--- config.mk ---
export PLATFORM = sky130hd
export DESIGN_NAME = instr_fetch_seq_flat
export DESIGN_NICKNAME = d
export VERILOG_FILES = /design/src/rtl/instr_fetch_seq_if.sv /design/src/rtl/instr_fetch_seq.sv /design/src/flat_wrapper.sv
export SDC_FILE = /design/constraint.sdc
export NUM_CORES = 1
export LEC_CHECK = 0
export ABC_AREA = 1
export BUFFER_PORTS_ARGS = -buffer_cell sky130_fd_sc_hd__buf_2
export CORE_UTILIZATION = 53
export CTS_CLUSTER_SIZE = 14
export DETAILED_ROUTE_END_ITERATION = 10
export HOLD_SLACK_MARGIN = 0.03
export PLACE_DENSITY = 0.83
export SLEW_MARGIN = 20
export SYNTH_ARGS = -nofsm -noshare
export SYNTH_HDL_FRONTEND = slang
export SYNTH_SLANG_ARGS = --single-unit
--- constraint.sdc ---
create_clock -name clk -period 2.6 [get_ports clk]
set_input_delay 0 -clock clk [delete_from_list [all_inputs] [get_ports clk]]
set_output_delay 0 -clock clk [all_outputs]
set_load 0.01 [all_outputs]
--- src/rtl/instr_fetch_seq_if.sv ---
// rtl/instr_fetch_seq_if.sv - instruction ROM read bus between fetch sequencer and ROM
//   rom_addr  : read address (master -> slave)
//   rom_rd    : read request, held until rom_ready or abort (master -> slave)
//   rom_rdata : read data, valid while rom_ready=1 (slave -> master)
//   rom_ready : read complete, single-cycle or held (slave -> master)
interface instr_fetch_seq_if #(
    parameter int AW = 8,
    parameter int IW = 16
);
    logic [AW-1:0] rom_addr;
    logic          rom_rd;
    logic [IW-1:0] rom_rdata;
    logic          rom_ready;

    modport master (
        output rom_addr,
        output rom_rd,
        input  rom_rdata,
        input  rom_ready
    );

    modport slave (
        input  rom_addr,
        input  rom_rd,
        output rom_rdata,
        output rom_ready
    );
endinterface

--- src/rtl/instr_fetch_seq.sv ---
// rtl/instr_fetch_seq.sv - operator-stepped instruction fetch sequencer
//   clk         : system clock, rising edge
//   clr         : synchronous active-high reset
//   step_n      : raw active-low step key, asynchronous
//   pc          : current PC from the PC block
//   rom         : ROM read bus (master side)
//   ir/ir_valid : instruction register and its valid flag
//   exec_strobe : one-cycle pulse when ir has just been loaded
//   pc_adv_n    : active-low advance pulse to the PC block
//   pc_clr_n    : active-low PC clear
//   last_instr  : fetched address equalled LAST_ADDR
//   fetch_err   : sticky ROM timeout flag
//   busy        : sequencer not idle
module instr_fetch_seq #(
    parameter int            IW         = 16,
    parameter int            AW         = 8,
    parameter logic [AW-1:0] LAST_ADDR  = 'h02,
    parameter int            TIMEOUT    = 15,
    parameter int            ADV_CYCLES = 2
) (
    input  logic                  clk,
    input  logic                  clr,
    input  logic                  step_n,
    input  logic [AW-1:0]         pc,
    instr_fetch_seq_if.master     rom,
    output logic [IW-1:0]         ir,
    output logic                  ir_valid,
    output logic                  exec_strobe,
    output logic                  pc_adv_n,
    output logic                  pc_clr_n,
    output logic                  last_instr,
    output logic                  fetch_err,
    output logic                  busy
);
    localparam int TW  = $clog2(TIMEOUT + 1);
    localparam int AVW = $clog2(ADV_CYCLES + 1);

    typedef enum logic [2:0] {
        S_IDLE,
        S_REQ,
        S_WAIT,
        S_LOAD,
        S_ADV
    } state_t;

    state_t          state_q,       state_d;
    logic [AW-1:0]   rom_addr_q,    rom_addr_d;
    logic            rom_rd_q,      rom_rd_d;
    logic [IW-1:0]   ir_q,          ir_d;
    logic            ir_valid_q,    ir_valid_d;
    logic            exec_strobe_q, exec_strobe_d;
    logic            pc_adv_n_q,    pc_adv_n_d;
    logic            pc_clr_n_q,    pc_clr_n_d;
    logic            last_instr_q,  last_instr_d;
    logic            fetch_err_q,   fetch_err_d;
    logic [TW-1:0]   tmo_cnt_q,     tmo_cnt_d;
    logic [AVW-1:0]  adv_cnt_q,     adv_cnt_d;
    logic            sync1_q,       sync1_d;
    logic            sync2_q,       sync2_d;
    logic            step_prev_q,   step_prev_d;
    logic            clr_hold_q,    clr_hold_d;
    logic            step_pulse;

    always_comb begin
        state_d       = state_q;
        rom_addr_d    = rom_addr_q;
        rom_rd_d      = rom_rd_q;
        ir_d          = ir_q;
        ir_valid_d    = ir_valid_q;
        exec_strobe_d = 1'b0;
        pc_adv_n_d    = pc_adv_n_q;
        last_instr_d  = last_instr_q;
        fetch_err_d   = fetch_err_q;
        tmo_cnt_d     = tmo_cnt_q;
        adv_cnt_d     = adv_cnt_q;

        sync1_d     = step_n;
        sync2_d     = sync1_q;
        step_prev_d = sync2_q;
        // Falling edge of the synchronised key; one cycle wide.
        step_pulse  = step_prev_q & ~sync2_q;

        // Hold the PC clear one extra cycle past clr so the PC block sees it
        // even if it samples clr-derived signals a cycle late.
        clr_hold_d  = clr;
        pc_clr_n_d  = ~(clr | clr_hold_q);

        case (state_q)
            S_IDLE: begin
                if (step_pulse) begin
                    rom_addr_d   = pc;
                    rom_rd_d     = 1'b1;
                    last_instr_d = (pc == LAST_ADDR);
                    tmo_cnt_d    = '0;
                    state_d      = S_REQ;
                end
            end
            S_REQ: begin
                if (rom.rom_ready) begin
                    ir_d          = rom.rom_rdata;
                    rom_rd_d      = 1'b0;
                    exec_strobe_d = 1'b1;
                    state_d       = S_LOAD;
                end else begin
                    state_d = S_WAIT;
                end
            end
            S_WAIT: begin
                tmo_cnt_d = tmo_cnt_q + TW'(1);
                // rom_ready wins over an expiring timeout in the same cycle.
                if (rom.rom_ready) begin
                    ir_d          = rom.rom_rdata;
                    rom_rd_d      = 1'b0;
                    exec_strobe_d = 1'b1;
                    state_d       = S_LOAD;
                end else if (tmo_cnt_q == TW'(TIMEOUT - 1)) begin
                    rom_rd_d    = 1'b0;
                    fetch_err_d = 1'b1;
                    state_d     = S_IDLE;
                end
            end
            S_LOAD: begin
                ir_valid_d = 1'b1;
                pc_adv_n_d = 1'b0;
                adv_cnt_d  = '0;
                state_d    = S_ADV;
            end
            S_ADV: begin
                adv_cnt_d = adv_cnt_q + AVW'(1);
                if (adv_cnt_q == AVW'(ADV_CYCLES - 1)) begin
                    pc_adv_n_d = 1'b1;
                    state_d    = S_IDLE;
                end
            end
            default: begin
                state_d = S_IDLE;
            end
        endcase
    end

    always_ff @(posedge clk) begin
        clr_hold_q <= clr_hold_d;
        pc_clr_n_q <= pc_clr_n_d;
        if (clr) begin
            state_q       <= S_IDLE;
            rom_addr_q    <= '0;
            rom_rd_q      <= 1'b0;
            ir_q          <= '0;
            ir_valid_q    <= 1'b0;
            exec_strobe_q <= 1'b0;
            pc_adv_n_q    <= 1'b1;
            last_instr_q  <= 1'b0;
            fetch_err_q   <= 1'b0;
            tmo_cnt_q     <= '0;
            adv_cnt_q     <= '0;
            sync1_q       <= 1'b1;
            sync2_q       <= 1'b1;
            step_prev_q   <= 1'b1;
        end else begin
            state_q       <= state_d;
            rom_addr_q    <= rom_addr_d;
            rom_rd_q      <= rom_rd_d;
            ir_q          <= ir_d;
            ir_valid_q    <= ir_valid_d;
            exec_strobe_q <= exec_strobe_d;
            pc_adv_n_q    <= pc_adv_n_d;
            last_instr_q  <= last_instr_d;
            fetch_err_q   <= fetch_err_d;
            tmo_cnt_q     <= tmo_cnt_d;
            adv_cnt_q     <= adv_cnt_d;
            sync1_q       <= sync1_d;
            sync2_q       <= sync2_d;
            step_prev_q   <= step_prev_d;
        end
    end

    assign rom.rom_addr = rom_addr_q;
    assign rom.rom_rd   = rom_rd_q;
    assign ir           = ir_q;
    assign ir_valid     = ir_valid_q;
    assign exec_strobe  = exec_strobe_q;
    assign pc_adv_n     = pc_adv_n_q;
    assign pc_clr_n     = pc_clr_n_q;
    assign last_instr   = last_instr_q;
    assign fetch_err    = fetch_err_q;
    assign busy         = (state_q != S_IDLE);
endmodule

--- src/flat_wrapper.sv ---
// flat-port wrapper written by rule: the top's interface ports become plain ports
module instr_fetch_seq_flat 
#(
    parameter int            IW         = 16,
    parameter int            AW         = 8,
    parameter logic [AW-1:0] LAST_ADDR  = 'h02,
    parameter int            TIMEOUT    = 15,
    parameter int            ADV_CYCLES = 2
)
  (clk, clr, step_n, pc, ir, ir_valid, exec_strobe, pc_adv_n, pc_clr_n, last_instr, fetch_err, busy, rom_rom_addr, rom_rom_rd, rom_rom_rdata, rom_rom_ready);
  instr_fetch_seq_if #(.AW(AW), .IW(IW)) rom_i ();
  input  logic clk;
  input  logic clr;
  input  logic step_n;
  input  logic [AW-1:0] pc;
  output logic [IW-1:0] ir;
  output logic ir_valid;
  output logic exec_strobe;
  output logic pc_adv_n;
  output logic pc_clr_n;
  output logic last_instr;
  output logic fetch_err;
  output logic busy;
  output wire logic [$bits(rom_i.rom_addr)-1:0] rom_rom_addr;
  output wire logic [$bits(rom_i.rom_rd)-1:0] rom_rom_rd;
  input wire logic [$bits(rom_i.rom_rdata)-1:0] rom_rom_rdata;
  input wire logic [$bits(rom_i.rom_ready)-1:0] rom_rom_ready;
  assign rom_rom_addr = rom_i.rom_addr;
  assign rom_rom_rd = rom_i.rom_rd;
  assign rom_i.rom_rdata = rom_rom_rdata;
  assign rom_i.rom_ready = rom_rom_ready;
  instr_fetch_seq #(.IW(IW), .AW(AW), .LAST_ADDR(LAST_ADDR), .TIMEOUT(TIMEOUT), .ADV_CYCLES(ADV_CYCLES)) u_core (.clk(clk), .clr(clr), .step_n(step_n), .pc(pc), .rom(rom_i), .ir(ir), .ir_valid(ir_valid), .exec_strobe(exec_strobe), .pc_adv_n(pc_adv_n), .pc_clr_n(pc_clr_n), .last_instr(last_instr), .fetch_err(fetch_err), .busy(busy));
endmodule
* Word-level counts from Yosys, hierarchy flattened
Cells that the tools add are included.
** Storage, ports and cells
- Bits in registers :: 44
- Input port bits :: 28
- Output and inout port bits :: 32
- Word-level logic and storage cells :: 66
** Cells by class
- Add/subtract/negate cells :: 2
- Equal/unequal tests :: 11
- Mux-type cells :: 17
- Bitwise operators :: 6
- Reductions and logical operators :: 14
** Operators with widths (count)
- one-hot mux 3 bit (5 select lines) :: 1
- two-way mux 3 bit :: 4
- == test 8 x 2 -> 1 bit (second input constant) :: 1
- one-hot mux 4 bit (2 select lines) :: 1
- AND reduction 2 bit :: 4
- two-way mux 1 bit :: 7
- == test 3 x 2 -> 1 bit (second input constant) :: 2
- AND reduction 3 bit :: 2
- nonzero test 3 bit :: 2
- adder 4 x 1 -> 4 bit (second input constant) :: 1
- == test 4 bit (second input constant) :: 1
- two-way mux 4 bit :: 1
- != test 2 x 1 -> 1 bit (second input constant) :: 2
- NOT 1 bit :: 4
- one-hot mux 2 bit (2 select lines) :: 1
- AND reduction 4 bit :: 1
- nonzero test 2 bit :: 2
- OR reduction 2 bit :: 2
- == test 3 x 1 -> 1 bit (second input constant) :: 1
- == test 3 bit (second input constant) :: 1
- logical NOT 3 bit :: 1
- != test 3 x 2 -> 1 bit (second input constant) :: 1
- one-hot mux 1 bit (3 select lines) :: 1
- adder 2 x 1 -> 2 bit (second input constant) :: 1
- other kinds (5) :: 5

* Longest topological paths before layout
- Depth after elaboration :: 4
- Gate-level depth with buffers :: 9
- Gate-level depth less buffers :: 9

* Worst setup path after synthesis
No wires, ideal clock.
- Path type :: register to register
- Start point :: register u_core.state_q[1]
- End point :: register u_core.ir_q[4] (netlist: u_core.ir[4])
- Data arrival time :: 1.046 ns
- Required time :: 2.464 ns
- Setup slack :: 1.418 ns
- Stages on the path, launching flop included :: 8
- Path buffers :: 1
- Cells stage by stage :: dfxtp_1 > nor2_4 > nand2_2 > nand2_4 > nand2_8 > buf_12 > nand2_2 > a21oi_2
** Between the ends
- Cells in the longest elaborated chain, start to end :: 3
- Elaborated cells between the ends (all ways) :: 4
- Classes of those cells :: 2 x eq/ne; 2 x reduce/logical
** Ends and longest elaborated chain
- start: declaration :: line instr_fetch_seq.sv:46 : state_t state_q, state_d;
- start signal: assignment :: line instr_fetch_seq.sv:160 : state_q <= state_d;
- == test 3 x 1 -> 1 bit / == test 3 x 2 -> 1 bit (equally long branches) :: line instr_fetch_seq.sv:88 : case (state_q)
- OR reduction 2 bit (no source line) (*)
- AND reduction 2 bit (no source line) (*)
- end signal: assignment :: line instr_fetch_seq.sv:163 : ir_q <= ir_d;
- end: declaration :: line instr_fetch_seq.sv:49 : logic [IW-1:0] ir_q, ir_d;
Every way passes the cells marked *; elsewhere a longest branch is shown, timed or not.
A chain may end at the register's enable or synchronous reset.

* Final worst setup path
- Start point :: register u_core.state_q[1]
- End point :: register u_core.tmo_cnt_q[3]
** Between the ends
- Cells in the longest elaborated chain, start to end :: 3
- Elaborated cells between the ends (all ways) :: 6
- Classes of those cells :: 2 x eq/ne; 1 x mux; 3 x reduce/logical
** Ends and longest elaborated chain
- logical NOT 3 bit / == test 3 x 2 -> 1 bit (equally long branches) :: line instr_fetch_seq.sv:88
- != test 2 x 1 -> 1 bit (no source line) / nonzero test 2 bit (equally long branches)
- AND reduction 2 bit (no source line)
- end signal: assignment :: line instr_fetch_seq.sv:169 : tmo_cnt_q <= tmo_cnt_d;
- end: declaration :: line instr_fetch_seq.sv:56 : logic [TW-1:0] tmo_cnt_q, tmo_cnt_d;
Parallel ways exist; a longest one is shown, timed or not.

==> results.py <==
metrics = {
    "sta": {
        "finalCritPeriodShare_pct": 53.2,
        "maxSlewHeadroom_pct": 57.2,
        "setup_tns_ps": 0,
        "clock_skew_ps": 7.95,
        "hold_viol": 0,
        "drv_slew": 0,
        "rsz0062_at_grt": "no",
        "layout_setup_ws_ps": 1220,
        "finalSetupViolCount": 0,
        "finalCriticalPeriod_ps": 1380,
        "whs_ps": 97.1,
        "fmax_mhz": 723,
        "worst_pin_slew_ps": 642,
    },
    "synth": {
        "ys_warn_count": 0,
        "synth_top_area_share_pct": 48.7,
        "synth.area.top_cells": "dfxtp_1 49%, nand3_1 6.4%, a21oi_1 5.8%",
        "ys_types": 26,
        "syn_nets": 245,
        "synth_top_area_cell": "dfxtp_1",
        "synthCells": 214,
        "syn_area_per_cell_um2": 8.45,
        "ys_ff_latch": 44,
        "syn_area_um2": 1810,
        "synth_seq_area_share_pct": 48.7,
    },
    "layout": {
        "layout_commonest_cell": "buf_2",
        "layout_common_cells": "59 x buf_2, 44 x dfxtp_1, 25 x nand2_1, 25 x dlygate4sd3_1, 23 x nand3_1",
        "drive_above_1_share_pct": 32.0,
        "nets": 327,
        "diodes": 0,
        "syn_to_final_growth_pct": 32.8,
    },
    "placement": {
        "routabilityCongestion": 0.844,
        "hpwl_mm": 2.44,
        "numPortBuffers": 59,
        "dp_slack_ps": 1270,
    },
    "setup_path": {
        "cp_cell_sequence": "nor2_4, nand4_1, a21oi_1, nor3_1",
        "crit_family": "simple AND/OR/NAND/NOR gates",
        "worst_path_max_delay_cell": "dfxtp_1",
        "critPathBufInv": 0,
        "crit_fanout": 8,
        "crit_type": "register to register",
        "slowest_delay_ps": 410,
        "critical_path_required_ps": 2830,
        "critPathLaunchType": "register",
        "cp_data_arrival_time_ps": 1610,
        "end_kind": "register",
    },
    "route": {
        "routed_via_density": 5.06,
        "vias": 1726,
        "drc": 0,
        "dr.pass1.iters": 4,
        "wl_per_cell_um": 12.6,
        "routed_wl_mm": 4.30,
        "antenna_left": 0,
        "drt_iter0_drc": 95,
    },
    "global_routing": {
        "grt_antenna_before_repair": 0,
        "grt_max_degree": 33,
        "grt_pass1_wl_mm": 6.58,
        "grt_remaining_overflow": 0,
        "grt_pass1_vias": 1532,
        "grt.total_usage_pct": 24.6,
    },
    "clock_tree": {
        "cts_htree_levels": 2,
        "numCtsBuffers": 5,
        "clk_latency_ps": 350,
        "clkTransAtPathRegs_ps": 120,
        "cts_tree": "done",
        "ctsResizeCount": 0,
        "cts_root_buffer": "clkbuf_4",
        "cts_buffer_depth": 2,
        "cts.sink_count": 44,
    },
    "die": {
        "die_w_um": 60.4,
        "die_area_um2": 3650,
        "ios": 60,
        "initial_core_util_pct": 57.3,
        "coreArea_um2": 3150,
        "die_h_um": 60.4,
        "rows": 20,
    },
    "power": {
        "power_leakage_nw": 1.08,
        "p_per_area_nw_per_um2": 744,
        "irDropWorstVdd_mv": 0.444,
    },
    "job": {
        "maxCapViolations": 0,
    },
    "worst_hold_path": {
        "hold_class": "primary input to register",
    },
    "status": {
        "status": "finished clean",
    },
}
## final timing paths
check | from | endpoint | slack [ps] | depth (start not counted)
max | u_core.state_q[1]$_SDFFE_PP0P_ | u_core.tmo_cnt_q[3]$_SDFFE_PP0P_ | 1220 | 4
max reg2reg | u_core.state_q[1]$_SDFFE_PP0P_ | u_core.tmo_cnt_q[3]$_SDFFE_PP0P_ | 1220 | 4
min | clr | u_core.clr_hold_q$_DFF_P_ | 100 | 1
min reg2reg | u_core.clr_hold_q$_DFF_P_ | u_core.pc_clr_n$_DFF_P_ | 390 | 1
## registers in the layout (all words and copies together), names as in the netlist
signal	cells
u_core.adv_cnt_q	2
u_core.clr_hold_q	1
u_core.exec_strobe	1
u_core.fetch_err	1
u_core.ir	16
u_core.ir_valid	1
u_core.last_instr	1
u_core.pc_adv_n	1
u_core.pc_clr_n	1
u_core.rom.rom_addr	8
u_core.rom.rom_rd	1
u_core.state_q	3
u_core.step_prev_d	1
u_core.step_prev_q	1
u_core.sync1_q	1
u_core.tmo_cnt_q	4
## metal layers
| metal | wire (um) | global-route usage [%] | part of all wire, % | vias up |
|---|---|---|---|---|
| li1 | - | - | - | 868 |
| met1 | 1900 | 29.2 | 44 | 791 |
| met2 | 2100 | 40.0 | 49 | 54 |
| met3 | 199 | 7.68 | 4.6 | 13 |
| met4 | 102 | 12.3 | 2.4 | 0 |
| met5 | 0 | 0 | 0 | - |
## worst reg2reg max path: cells and delay by family (launching register included)
kind             cells  cell delay (ps)
AO/OA/AOI/OAI        1              280
AND/OR/NAND/NOR      3              570
flip-flops           1              410
## cell families after synthesis
group | synth area share, %
simple gates | 27.0
flops | 48.7
compound gates | 14.3
buf+inv | 7.40
fa+ha+maj | 2.08
xor+xnor | 0.485
## cells in the mapped netlist (all sizes together)
| master | number |
|---|---|
| nor2 | 24 |
| nand3 | 24 |
| o21ai | 11 |
| dfxtp | 44 |
| nand4 | 2 |
| clkbuf | 3 |
| xor2 | 1 |
| ha | 3 |
| nand2 | 38 |
| nor3 | 5 |
| inv | 18 |
| a211oi | 1 |
| a21oi | 30 |
| or2 | 3 |
| buf | 6 |
| o21a | 1 |
## through the flow
| stage | cells | utilization [%] | cell area [um^2] | power (mW) |
|---|---|---|---|---|
| after detailed placement | 308 | 66.3 | 2090 | 1.42 |
| after floorplan | 214 | - | 1810 | 1.30 |
| after CTS | 341 | 76.2 | 2400 | 1.78 |
| after global routing | 341 | 76.2 | 2400 | 1.90 |
| final | 341 | 76.2 | 2400 | 1.79 |
| after global placement | 308 | 66.3 | 2090 | 1.41 |
## timing repair
action,in CTS,in global routing
hold buffers,25,0
setup buffers,0,0
endpoints found under the hold margin,26,0
endpoints found under the setup margin,0,0
## power breakdown
part	switching, mW	internal [mW]	total [mW]
combinational	0.383	0.231	0.614
sequential	0.0677	0.766	0.833
clock	0.205	0.134	0.338
total	0.656	1.13	1.79
## area by class of cell
class	instances	area (um^2)
Fill cell	229	752
Tap cell	44	55.1
Inverter	18	67.6
Sequential cell	44	881
Multi-Input combinational cell	143	793
Clock buffer	8	58.8
Timing Repair Buffer	84	546
(Power assumes the default switching activity.)
